**config.mk**
```make
export PLATFORM = sky130hd
export DESIGN_NAME = pc_gen
export DESIGN_NICKNAME = d
export VERILOG_FILES = /design/src/rtl/pc_gen.sv
export SDC_FILE = /design/constraint.sdc
export NUM_CORES = 1
export LEC_CHECK = 0
export BUFFER_PORTS_ARGS = -buffer_cell sky130_fd_sc_hd__buf_2
export CAP_MARGIN = 20
export CORE_ASPECT_RATIO = 1.2
export CORE_MARGIN = 3
export CORE_UTILIZATION = 35
export DETAILED_ROUTE_END_ITERATION = 10
export GPL_TIMING_DRIVEN = 0
export SLEW_MARGIN = 20
export SYNTH_ARGS = -nofsm -noshare
export SYNTH_HDL_FRONTEND = slang
export SYNTH_SLANG_ARGS = --single-unit
```
**constraint.sdc**
```tcl
create_clock -name clk -period 3.8 [get_ports clk]
set_input_delay 0.57 -clock clk [delete_from_list [all_inputs] [get_ports clk]]
set_output_delay 0.57 -clock clk [all_outputs]
set_load 0.02 [all_outputs]
```
**src/rtl/pc_gen.sv**
```systemverilog
// pc_gen: parametrised fetch-stage program counter with prioritised redirects that are latched
// while fetch is blocked. Define PC_EXC_EN to add exception entry (exc_req) and return (eret).
module pc_gen #(
  parameter int unsigned       ADDR_W    = 32,
  parameter int unsigned       STEP      = 4,
  parameter logic [ADDR_W-1:0] RESET_VEC = '0,
  parameter logic [ADDR_W-1:0] EXC_VEC   = ADDR_W'(32'h380)
) (
  input  logic              clk,
  input  logic              rst,
  input  logic              stall_pc,
  input  logic              fetch_ready,
  output logic              fetch_valid,
  output logic [ADDR_W-1:0] inst_address,
  output logic [ADDR_W-1:0] next_instaddress,
  input  logic              br_taken,
  input  logic [ADDR_W-1:0] br_target,
  input  logic              jmp,
  input  logic [ADDR_W-1:0] jmp_target,
  input  logic              jr,
  input  logic [ADDR_W-1:0] jr_target,
`ifdef PC_EXC_EN
  input  logic              exc_req,
  input  logic              eret,
  output logic [ADDR_W-1:0] epc,
`endif
  output logic              misalign_err
);

  typedef enum logic [1:0] {StBoot, StRun, StHold} state_e;

`ifdef PC_EXC_EN
  localparam int unsigned PRI_W = 3;
`else
  localparam int unsigned PRI_W = 2;
`endif

  // Redirect priority levels; zero means no redirect this cycle / nothing pending.
  localparam logic [PRI_W-1:0] PriNone = PRI_W'(0);
  localparam logic [PRI_W-1:0] PriJmp  = PRI_W'(1);
  localparam logic [PRI_W-1:0] PriBr   = PRI_W'(2);
  localparam logic [PRI_W-1:0] PriJr   = PRI_W'(3);
`ifdef PC_EXC_EN
  localparam logic [PRI_W-1:0] PriEret = PRI_W'(4);
  localparam logic [PRI_W-1:0] PriExc  = PRI_W'(5);
`endif

  localparam logic [ADDR_W-1:0] ALIGN_MASK = ADDR_W'(STEP - 1);

  state_e            state_q;
  logic [ADDR_W-1:0] pc_q;
  logic              fetch_valid_q;
  logic              misalign_q;
  logic [ADDR_W-1:0] pend_tgt_q;
  logic [PRI_W-1:0]  pend_pri_q;

  logic [PRI_W-1:0]  redir_pri;
  logic [ADDR_W-1:0] redir_tgt;
  logic              redir;
  logic              adv;
  logic              take_new;
  logic [ADDR_W-1:0] load_src;
  logic [ADDR_W-1:0] load_pc;
  logic              load_mis;

`ifdef PC_EXC_EN
  logic [ADDR_W-1:0] epc_q;
`else
  logic              unused_exc_vec;
  assign unused_exc_vec = ^EXC_VEC;
`endif

  always_comb begin
    redir_pri = PriNone;
    redir_tgt = '0;
    // Later assignments override earlier ones, which yields the priority order.
    if (jmp) begin
      redir_pri = PriJmp;
      redir_tgt = jmp_target;
    end
    if (br_taken) begin
      redir_pri = PriBr;
      redir_tgt = br_target;
    end
    if (jr) begin
      redir_pri = PriJr;
      redir_tgt = jr_target;
    end
`ifdef PC_EXC_EN
    if (eret) begin
      redir_pri = PriEret;
      redir_tgt = epc_q;
    end
    if (exc_req) begin
      redir_pri = PriExc;
      redir_tgt = EXC_VEC;
    end
`endif
  end

  assign redir    = (redir_pri != PriNone);
  assign adv      = fetch_valid_q & fetch_ready & ~stall_pc;
  // pend_pri_q is zero outside HOLD, so any redirect wins there.
  assign take_new = (redir_pri > pend_pri_q);
  assign load_src = take_new ? redir_tgt : pend_tgt_q;
  assign load_pc  = load_src & ~ALIGN_MASK;
  assign load_mis = |(load_src & ALIGN_MASK);

  always_ff @(posedge clk) begin
    if (rst) begin
      state_q       <= StBoot;
      pc_q          <= RESET_VEC;
      fetch_valid_q <= 1'b0;
      misalign_q    <= 1'b0;
      pend_tgt_q    <= '0;
      pend_pri_q    <= PriNone;
`ifdef PC_EXC_EN
      epc_q         <= RESET_VEC;
`endif
    end else begin
      misalign_q <= 1'b0;
`ifdef PC_EXC_EN
      if (exc_req) epc_q <= pc_q;
`endif
      unique case (state_q)
        StBoot: begin
          fetch_valid_q <= 1'b1;
          if (take_new) begin
            pend_tgt_q <= redir_tgt;
            pend_pri_q <= redir_pri;
            state_q    <= StHold;
          end else begin
            state_q <= StRun;
          end
        end
        StRun: begin
          if (adv) begin
            if (redir) begin
              pc_q       <= load_pc;
              misalign_q <= load_mis;
            end else begin
              pc_q <= next_instaddress;
            end
          end else if (redir) begin
            pend_tgt_q <= redir_tgt;
            pend_pri_q <= redir_pri;
            state_q    <= StHold;
          end
        end
        StHold: begin
          if (adv) begin
            pc_q       <= load_pc;
            misalign_q <= load_mis;
            pend_pri_q <= PriNone;
            state_q    <= StRun;
          end else if (take_new) begin
            pend_tgt_q <= redir_tgt;
            pend_pri_q <= redir_pri;
          end
        end
        default: begin
          state_q       <= StBoot;
          fetch_valid_q <= 1'b0;
          pend_pri_q    <= PriNone;
        end
      endcase
    end
  end

  assign fetch_valid      = fetch_valid_q;
  assign inst_address     = pc_q;
  assign next_instaddress = pc_q + ADDR_W'(STEP);
  assign misalign_err     = misalign_q;
`ifdef PC_EXC_EN
  assign epc              = epc_q;
`endif

endmodule
```
==> reports/results.ini, run 1 <==
[run_status]
status = finished, final reports clean

[critical_path]
startpoint = jr
cp.arrival_ns = 3.79
start_kind = input pin
r2r_start = state_q[0]
path_class = in -> reg
cp.required_ns = 4.01
endpoint_kind = flip-flop
crit_fanout = 10

[timing]
rsz0062_at_grt = false
drv_slew = 0
fin_crit_ns = 3.581
tns_ns = 0
final-setup-viol-count = 0
tightest_slew_ns = 0.8255
fin_ws_ns = 0.2187
skew_ns = 0.006099
fmax_mhz = 279.2
slew_headroom_pct = 44.54
finalHoldViolCount = 0
min_period_over_period_pct = 94.25

[clocking]
cts_max_level = 3
root_buffer = clkbuf_16
post_cts_buffers = 0
clkTransAtPathRegs_ns = 0.06
clock_sinks = 68
cts_tree = built
cts.path.max_buffers = 2
clk_latency_ns = 0.35
numCtsBuffers = 9

[global_route]
grt_pass1_wl_mm = 28.32
grt_max_degree = 12
grt_usage_pct = 23.55
grt_pass1_vias = 5286
antenna_found_initial = 0
grt-ovfl-total = 0

[drt]
drc_errors = 0
m1WireLength_mm = 7.771
viasPerCell = 5.642
wl_per_cell_um = 18.57
antenna_left = 0
vias = 5473
drt_wl_total_mm = 18.01
met2_wirelength_mm = 8.421
drtIter0Drc = 363
routed.top_layer = met4
first_pass_iters = 5
wl_met3_mm = 1.398

[yosys]
postSynthCellCount = 625
synth_seq_cells = 68
synth_warnings = 0
async_reset_ff_share_pct = 0
syn_area_per_cell_um2 = 7.579
synth_area_leaders = dfxtp_1 (29%), mux2i_1 (8.5%), nor2_1 (5.3%)
ys_seq_area_share_pct = 28.74
yosysTopAreaCell = dfxtp_1
yosys.area.top_type_share_pct = 28.74
ys.flop_type = dfxtp_1
synth_cell_type_count = 61
syn_area_um2 = 4737
synth_enable_flop_cells = 0

[min_path]
min_from = pend_tgt_q[2]
hold_path.class = reg -> reg

[pwr]
leakage_nw = 2.783
powerDensity_nw_per_um2 = 549.5
power_w = 0.003354
vdd_drop_max_v = 0.0002537

[cells_and_area]
layout_common_cells = buf_2 (174), dfxtp_1 (68), nor2_1 (67)
drive_above_1_share_pct = 26.67
syn_to_final_growth_pct = 28.84
finish.net_count = 912
final-seq-area_um2 = 1361
multiInputGateArea_um2 = 3088
nFillCells = 1330
final_util_pct = 47.13
final_common_cell = buf_2
n_antenna_cell = 0

[floorplanning]
die_h_um = 133.4
die_w_um = 112.2
die-area_um2 = 14970
io_pins = 169
core_area_um2 = 12950
rows = 45
start_util_pct = 36.58

[job]
maxCapViolations = 0

[placement]
gp_congestion = 0.9401
post-place-ws_ns = -0.2789
portBuffers = 162
detailed_place_hpwl_mm = 14.06

repair_timing:
action / in CTS / in global routing
gates resized for setup: 0 / 3
setup endpoints to repair: 0 / 14
hold buffers: 0 / 0
per-stage QoR:
stage          hold slack, ns  cell area, um2  std cells
6_report               0.4550            6103        970
5_1_grt                0.4867            6103        970
4_1_cts                0.4556            6101        970
3_5_place_dp           0.4463            5764        954
3_3_place_gp           0.4398            5764        954
2_1_floorplan          0.4314            4748        628
cells in the mapped netlist (5+ instances only):
library cell and n:
a211oi_1 5, a21oi_1 36, a221oi_1 12, a22oi_1 14, a2bb2oi_1 6, a31oi_1 14, and2_1 7, and3_1 9
buf_2 12, buf_4 5, clkbuf_1 34, dfxtp_1 68, ha_1 8, inv_1 13, mux2_2 5, mux2i_1 40
nand2_1 51, nand3_1 37, nand3b_1 10, nand4_1 9, nor2_1 67, nor3_1 25, nor4_1 8, o21ai_0 35
o22ai_1 6, xnor2_1 20, xor2_1 8
area by class of cell:
cell class,count,area share [%]
plain buffers,56,4.080
clock buffers,12,4.367
clock inverters,4,1.148
inverters,14,0.8610
multi-input cells,490,50.59
flip-flops and latches,68,22.30
well taps,164,3.362
repair buffers,162,13.28
worst max-delay path, cell delays in order:
cell and delay, ns:
buf_2 0.11, clkbuf_1 0.37, clkbuf_1 0.39, clkbuf_1 0.44, nor2_1 0.16, ha_1 0.22, nor2b_1 0.19, o21a_1 0.16
buf_2 0.26, clkbuf_2 0.37, mux2i_1 0.41, o22ai_1 0.13
logic make-up (layout without fill, tap and decap cells):
| group | after synthesis | after routing | share of synthesized area [%] |
|---|---|---|---|
| fa+ha+maj | 8 | 8 | 2.113 |
| mux | 45 | 45 | 9.641 |
| other cells | 1 | 4 | 0.07916 |
| buf+inv | 70 | 248 | 6.313 |
| xor+xnor | 28 | 28 | 5.177 |
| simple gates | 250 | 250 | 26.55 |
| flops | 68 | 68 | 28.74 |
| compound gates | 155 | 155 | 21.39 |
sequential cells by signal, summed over array words and instances (netlist names):
register and count:
inst_address 30, pend_tgt_q 32, state_q 2, fetch_valid 1, pend_pri_q 2, misalign_err 1
final timing paths:
check / endpoint / slack [ns] / cells past startpoint
worst max register to register: inst_address[24] / 0.59 / 8
worst min register to register: pend_tgt_q[2] / 0.46 / 2
worst min-delay path: pend_tgt_q[2] / 0.46 / 2
worst max-delay path: inst_address[5] / 0.22 / 12
power breakdown:
group / total, W / leakage (nW) / internal (W) / switching, W
sequential: 0.000964 / 0.555 / 0.000865 / 0.0000983
clock: 0.000957 / 0.169 / 0.000626 / 0.000331
combinational: 0.00143 / 2.06 / 0.000585 / 0.000848
total: 0.00335 / 2.78 / 0.00208 / 0.00128
metal layers:
layer	up-vias	GRT usage (%)
met5	-	0
met4	0	7.348
met3	29	3.816
met2	282	38.80
met1	2528	31.53
li1	2634	-
Note: power is estimated with default switching activity, not from simulation.
==> run 2: changes to the inputs <==
--- a/config.mk
+++ b/config.mk
@@ -10,8 +10,10 @@
 export CORE_ASPECT_RATIO = 1.2
 export CORE_MARGIN = 3
 export CORE_UTILIZATION = 35
+export CTS_CLUSTER_SIZE = 24
 export DETAILED_ROUTE_END_ITERATION = 10
 export GPL_TIMING_DRIVEN = 0
+export RECOVER_POWER = 100
 export SLEW_MARGIN = 20
 export SYNTH_ARGS = -nofsm -noshare
 export SYNTH_HDL_FRONTEND = slang
==> run 2 against run 1 <==
  * Worst hold slack about the same
  * Setup slack got worse by 0.038 ns
  * Sequential power hardly changed
  * Core utilization shrank 0.71 points
  * Non-clock buffer count is the same
  * Clock power down 0.8%
  * Total power decreased by 0.78%
  * Register-to-register slack better by 0.07 ns
  * Critical path type unchanged
  * Largest cell class unchanged
==> reports/results.ini, run 2 (synthesis results as in run 1) <==
[critical_path]
crit_fanout = 10  ; unchanged
start_kind = input pin
endpoint_kind = flip-flop
crit_chain = buf_2 > clkbuf_1 > clkbuf_1 > clkbuf_1 > nor2_1 > ha_1 > nor2b_1 > o21a_1 > buf_2 > clkbuf_2 > mux2i_1 > o22ai_1
slowest_delay_ns = 0.43  ; about the same
crit_slowest_cell = clkbuf_1
cp_top_family = buffers and inverters
cp.arrival_ns = 3.82  ; +0.03 ns
cpMostUsedCell = clkbuf_1
cp.required_ns = 4.00  ; about the same
crit_buf_inv = 6  ; unchanged
path_class = in -> reg

[pwr]
vdd_drop_max_v = 0.0002524  ; -0.50%
leakage_nw = 2.514  ; -9.7%
power_w = 0.003328  ; -0.78%
powerDensity_nw_per_um2 = 553.6  ; +0.75%

[timing]
fin_ws_ns = 0.1802  ; -0.03845 ns
rsz0062_at_grt = false
fin_crit_ns = 3.620  ; +0.03845 ns
tightest_slew_ns = 0.7687  ; -0.05679 ns
slew_headroom_pct = 48.32  ; +3.8 points
finalHoldViolCount = 0  ; unchanged
drv_slew = 0  ; unchanged
fmax_mhz = 276.3  ; -1.1%
min_period_over_period_pct = 95.26  ; +1.0 points
skew_ns = 0.005601  ; -0.0004980 ns
final-setup-viol-count = 0  ; unchanged

[min_path]
hold_path.class = reg -> reg

[placement]
post-place-ws_ns = -0.2789  ; unchanged
portBuffers = 162  ; unchanged
detailed_place_hpwl_mm = 14.06  ; unchanged
gp_congestion = 0.9401  ; unchanged

[cells_and_area]
drive_above_1_share_pct = 18.61  ; -8.1 points
nFillCells = 1365  ; +2.6%
largest_register_ffs = 32  ; unchanged
final_util_pct = 46.42  ; -0.71 points
syn_to_final_growth_pct = 26.89
n_antenna_cell = 0  ; unchanged
finish.net_count = 912  ; unchanged
final_common_cell = buf_2
layout_common_cells = buf_2 (114), clkbuf_1 (93), dfxtp_1 (68)
top_register = pend_tgt_q

[run_status]
status = finished, final reports clean

[drt]
wl_per_cell_um = 18.48  ; -0.47%
drtIter0Drc = 439  ; +21%
first_pass_iters = 8  ; +3
drc_errors = 0  ; unchanged
drt_wl_total_mm = 17.93  ; -0.47%
antenna_left = 0  ; unchanged
vias = 5410  ; -1.2%
viasPerCell = 5.577  ; -1.2%

[clocking]
post_cts_buffers = 0  ; unchanged
cts.path.max_buffers = 2  ; unchanged
numCtsBuffers = 9  ; unchanged
root_buffer = clkbuf_16
clk_latency_ns = 0.34  ; about the same
cts_max_level = 3  ; unchanged
clock_sinks = 68  ; unchanged
cts_tree = built
clkTransAtPathRegs_ns = 0.06  ; about the same

[floorplanning]
rows = 45  ; unchanged
start_util_pct = 36.58  ; unchanged
die_h_um = 133.4  ; unchanged
die-area_um2 = 14970  ; unchanged
io_pins = 169  ; unchanged
die_w_um = 112.2  ; unchanged
core_area_um2 = 12950  ; unchanged

[global_route]
met1_usage_pct = 31.53  ; unchanged
grt_pass1_vias = 5286  ; unchanged
grt_usage_pct = 23.55  ; unchanged
grt-busiest-layer = met2
grt_max_degree = 12  ; unchanged
antenna_found_initial = 0  ; unchanged
grt_pass1_wl_mm = 28.32  ; unchanged
use_met3_pct = 3.816  ; unchanged
grt_use_met2_pct = 38.80  ; unchanged
grt-ovfl-total = 0  ; unchanged

[job]
maxCapViolations = 0  ; unchanged

==> run 2: metrics by stage <==
| stage | hold WS [ns] | std cells | setup TNS (ns) | instance area, um2 |
|---|---|---|---|---|
| after floorplan | 0.4314 | 628 | 0 | 4748 |
| after global placement | 0.4398 | 954 | -1.989 | 5764 |
| after detailed placement | 0.4463 | 954 | -2.256 | 5764 |
| after CTS | 0.4556 | 970 | 0 | 6101 |
| after global routing | 0.4867 | 970 | 0 | 6011 |
| final | 0.4551 | 970 | 0 | 6011 |
==> run 2: layer usage <==
layer  vias to the layer above  wire length (um)
met2                       244              8399
met4                         0               415
met1                      2500              7854
met3                        30              1257
met5                         -                 0
li1                       2636                 -
==> run 2: final timing paths <==
kind / startpoint / end / slack (ns) / cells after the start
worst min register to register: pend_tgt_q[2] / pend_tgt_q[2] / 0.46 / 2
worst max register to register: state_q[0] / inst_address[24] / 0.66 / 8
worst min-delay path: pend_tgt_q[2] / pend_tgt_q[2] / 0.46 / 2
worst max-delay path: jr / inst_address[4] / 0.18 / 12
==> run 2: where the power goes <==
part	internal (W)	switching, W
clock	0.000626	0.000323
sequential	0.000865	0.0000982
combinational	0.000568	0.000847
==> run 2: worst min-delay path, stage by stage, from the launching register on <==
cell and delay (ns):
dfxtp_1 0.30, nand2_1 0.05, o21ai_0 0.06
==> run 2: what timing repair did <==
item | CTS | global route
hold buffers | 0 | 0
resized for setup | 0 | 3
setup endpoints to repair | 0 | 14
endpoints found under the hold margin | 0 | 0
==> run 2: area by class of cell <==
type | instances | area [um2] | area share [%]
clock inverters | 4 | 70.07 | 1.166
clock buffers | 12 | 266.5 | 4.434
plain buffers | 56 | 241.5 | 4.017
multi-input cells | 490 | 3072 | 51.10
flip-flops and latches | 68 | 1361 | 22.65
inverters | 14 | 52.55 | 0.8743
repair buffers | 162 | 742.0 | 12.34
well taps | 164 | 205.2 | 3.414
==> run 3: changes to the inputs <==
--- a/config.mk
+++ b/config.mk
@@ -6,10 +6,11 @@
 export NUM_CORES = 1
 export LEC_CHECK = 0
 export BUFFER_PORTS_ARGS = -buffer_cell sky130_fd_sc_hd__buf_2
-export CAP_MARGIN = 20
+export CAP_MARGIN = 40
 export CORE_ASPECT_RATIO = 1.2
 export CORE_MARGIN = 3
 export CORE_UTILIZATION = 35
+export CTS_BUF_LIST = sky130_fd_sc_hd__clkbuf_4
 export CTS_CLUSTER_SIZE = 24
 export DETAILED_ROUTE_END_ITERATION = 10
 export GPL_TIMING_DRIVEN = 0
==> run 3 against run 2 <==
  * Setup slack improved by 0.058 ns
  * Clock skew rose by 0.013 ns
  * Worst hold slack improved by 0.0075 ns
  * Die area did not move
  * Maximum frequency rose by 1.6%
  * First-iteration DRC count fell by 11%
  * Cell count did not move
  * Final area fell by 3.1%
  * Flip-flop and latch count did not move
  * Critical endpoint is now inst_address[12]
  * Largest cell class unchanged
==> reports/results.ini, run 3 (synthesis results as in run 1) <==
[run_status]
status = finished, final reports clean

[critical_path]
cp.depth = 11  ; -1
cp.arrival_ns = 3.91  ; +0.09 ns
crit_fanout = 19  ; +9
crit_chain = clkbuf_1 > clkbuf_1 > clkbuf_1 > clkbuf_1 > nor2_1 > ha_1 > nor2b_1 > o21a_1 > buf_2 > mux2_1 > a221o_1
reg2reg_setup_slack_ns = 0.64  ; -0.02 ns
endpoint_kind = flip-flop
path_class = in -> reg
r2r_start = state_q[0]
crit_slowest_cell = clkbuf_1
reg2regPathDepth = 8  ; unchanged
slowest_delay_ns = 0.44  ; about the same
cp.required_ns = 4.15  ; +0.15 ns
cpMostUsedCell = clkbuf_1
cp_top_family = buffers and inverters
crit_buf_inv = 5  ; -1
start_kind = input pin
r2r_end = inst_address[24]

[floorplanning]
die_w_um = 112.2  ; unchanged
core_area_um2 = 12950  ; unchanged
io_pins = 169  ; unchanged
die-area_um2 = 14970  ; unchanged
die_h_um = 133.4  ; unchanged
start_util_pct = 36.58  ; unchanged
rows = 45  ; unchanged

[clocking]
cts.path.max_buffers = 2  ; unchanged
root_buffer = clkbuf_4
cts_max_level = 3  ; unchanged
holdBufCountCts = 0  ; unchanged
clock_sinks = 68  ; unchanged
post_cts_buffers = 0  ; unchanged
numCtsBuffers = 9  ; unchanged
clkTransAtPathRegs_ns = 0.12  ; +0.06 ns
cts_tree = built
cts_resized = 0  ; unchanged
clk_latency_ns = 0.44  ; +0.10 ns

[drt]
first_pass_iters = 5  ; -3
vias = 5384  ; -0.48%
antenna_left = 0  ; unchanged
wl_per_cell_um = 18.42  ; -0.33%
drt_wl_total_mm = 17.87  ; -0.33%
drtIter0Drc = 390  ; -11%
drc_errors = 0  ; unchanged
viasPerCell = 5.551  ; -0.48%

[timing]
fmax_mhz = 280.8  ; +1.6%
min_period_over_period_pct = 93.73  ; -1.5 points
finalHoldViolCount = 0  ; unchanged
final-setup-viol-count = 0  ; unchanged
whs_ns = 0.4626  ; +0.007459 ns
tightest_slew_ns = 0.8009  ; +0.03216 ns
drv_slew = 0  ; unchanged
skew_ns = 0.01855  ; +0.01295 ns
tns_ns = 0  ; unchanged
slew_headroom_pct = 46.16  ; -2.2 points
rsz0062_at_grt = false
fin_crit_ns = 3.562  ; -0.05795 ns

[min_path]
whs_path_depth = 2  ; unchanged
min_to = pend_tgt_q[2]
hold_path.class = reg -> reg
min_from = pend_tgt_q[2]

[cells_and_area]
final_common_cell = buf_2
syn_to_final_growth_pct = 22.98
final_util_pct = 44.99  ; -1.4 points
layout_common_cells = buf_2 (113), clkbuf_1 (93), dfxtp_1 (68)
largest_register_ffs = 32  ; unchanged
finish.net_count = 911  ; -0.11%
top_register = pend_tgt_q
drive_above_1_share_pct = 18.51  ; -0.10 points
fin_area_um2 = 5826  ; -3.1%

[placement]
place_area_um2 = 5764  ; unchanged
detailed_place_hpwl_mm = 14.06  ; unchanged
gp_congestion = 0.9401  ; unchanged
portBuffers = 162  ; unchanged

[global_route]
grt-ovfl-total = 0  ; unchanged
grt_pass1_vias = 5285  ; -0.019%
grt_pass1_wl_mm = 28.18  ; -0.49%
grt_max_degree = 12  ; unchanged
grt_usage_pct = 23.47  ; -0.085 points
antenna_found_initial = 1  ; +1

[pwr]
powerDensity_nw_per_um2 = 498.6  ; -9.9%
vdd_drop_max_v = 0.0002305  ; -8.7%
leakage_nw = 2.425  ; -3.5%

[job]
maxCapViolations = 0  ; unchanged

-- run 3: changes by cell type in the layout (fill, tap and decap cells not counted), sizes merged --
cell    previous run  this run
clkbuf           111       107
clkinv             3         6
diode              0         1
-- run 3: worst register-to-register path, stage by stage (launching register included) --
cell	delay, ns
dfxtp_1	0.36
inv_1	0.15
ha_1	0.35
nor4_1	0.14
clkbuf_1	0.31
nor3_1	0.66
clkbuf_1	0.51
o21ai_0	0.37
a31oi_1	0.25
-- run 3: per-layer routing --
metal | vias to the layer above | share of wire (%) | GRT usage (%)
met1 | 2479 | 44 | 31.17
li1 | 2629 | - | -
met4 | 0 | 2.3 | 6.680
met3 | 36 | 6.6 | 3.907
met5 | - | 0 | 0
met2 | 240 | 47 | 39.20
-- run 3: worst max path at each step --
stage               from          endpoint  slack, ns
detailed placement    jr   inst_address[5]      -0.28
global placement      jr   inst_address[5]      -0.28
floorplan             jr     pend_pri_q[0]       0.81
CTS                   jr   inst_address[5]       0.18
global route          jr  inst_address[21]       0.06
finish                jr  inst_address[12]       0.24
-- run 3: final cells by class --
class / instances / area [um2]
Sequential cell: 68 / 1361
Multi-Input combinational cell: 490 / 3074
Clock inverter: 7 / 81.33
Antenna cell: 1 / 2.502
Inverter: 14 / 52.55
Timing Repair Buffer: 162 / 740.7
Buffer: 55 / 240.2
Clock buffer: 9 / 67.56
Tap cell: 164 / 205.2
Fill cell: 1385 / 7124
-- run 3: where the power goes --
part	switching (W)	internal (W)	total [W]
clock network	0.000274	0.000258	0.000532
registers	0.0000979	0.000864	0.000961
logic	0.000843	0.000568	0.00141
-- run 3: through the flow --
step | total power, W | setup slack [ns] | cells
after floorplan | 0.001984 | 0.8097 | 628
final | 0.002905 | 0.2382 | 970
after detailed placement | 0.002382 | -0.2789 | 954
after CTS | 0.002915 | 0.1816 | 970
after global placement | 0.002355 | -0.2842 | 954
after global routing | 0.003101 | 0.06369 | 970
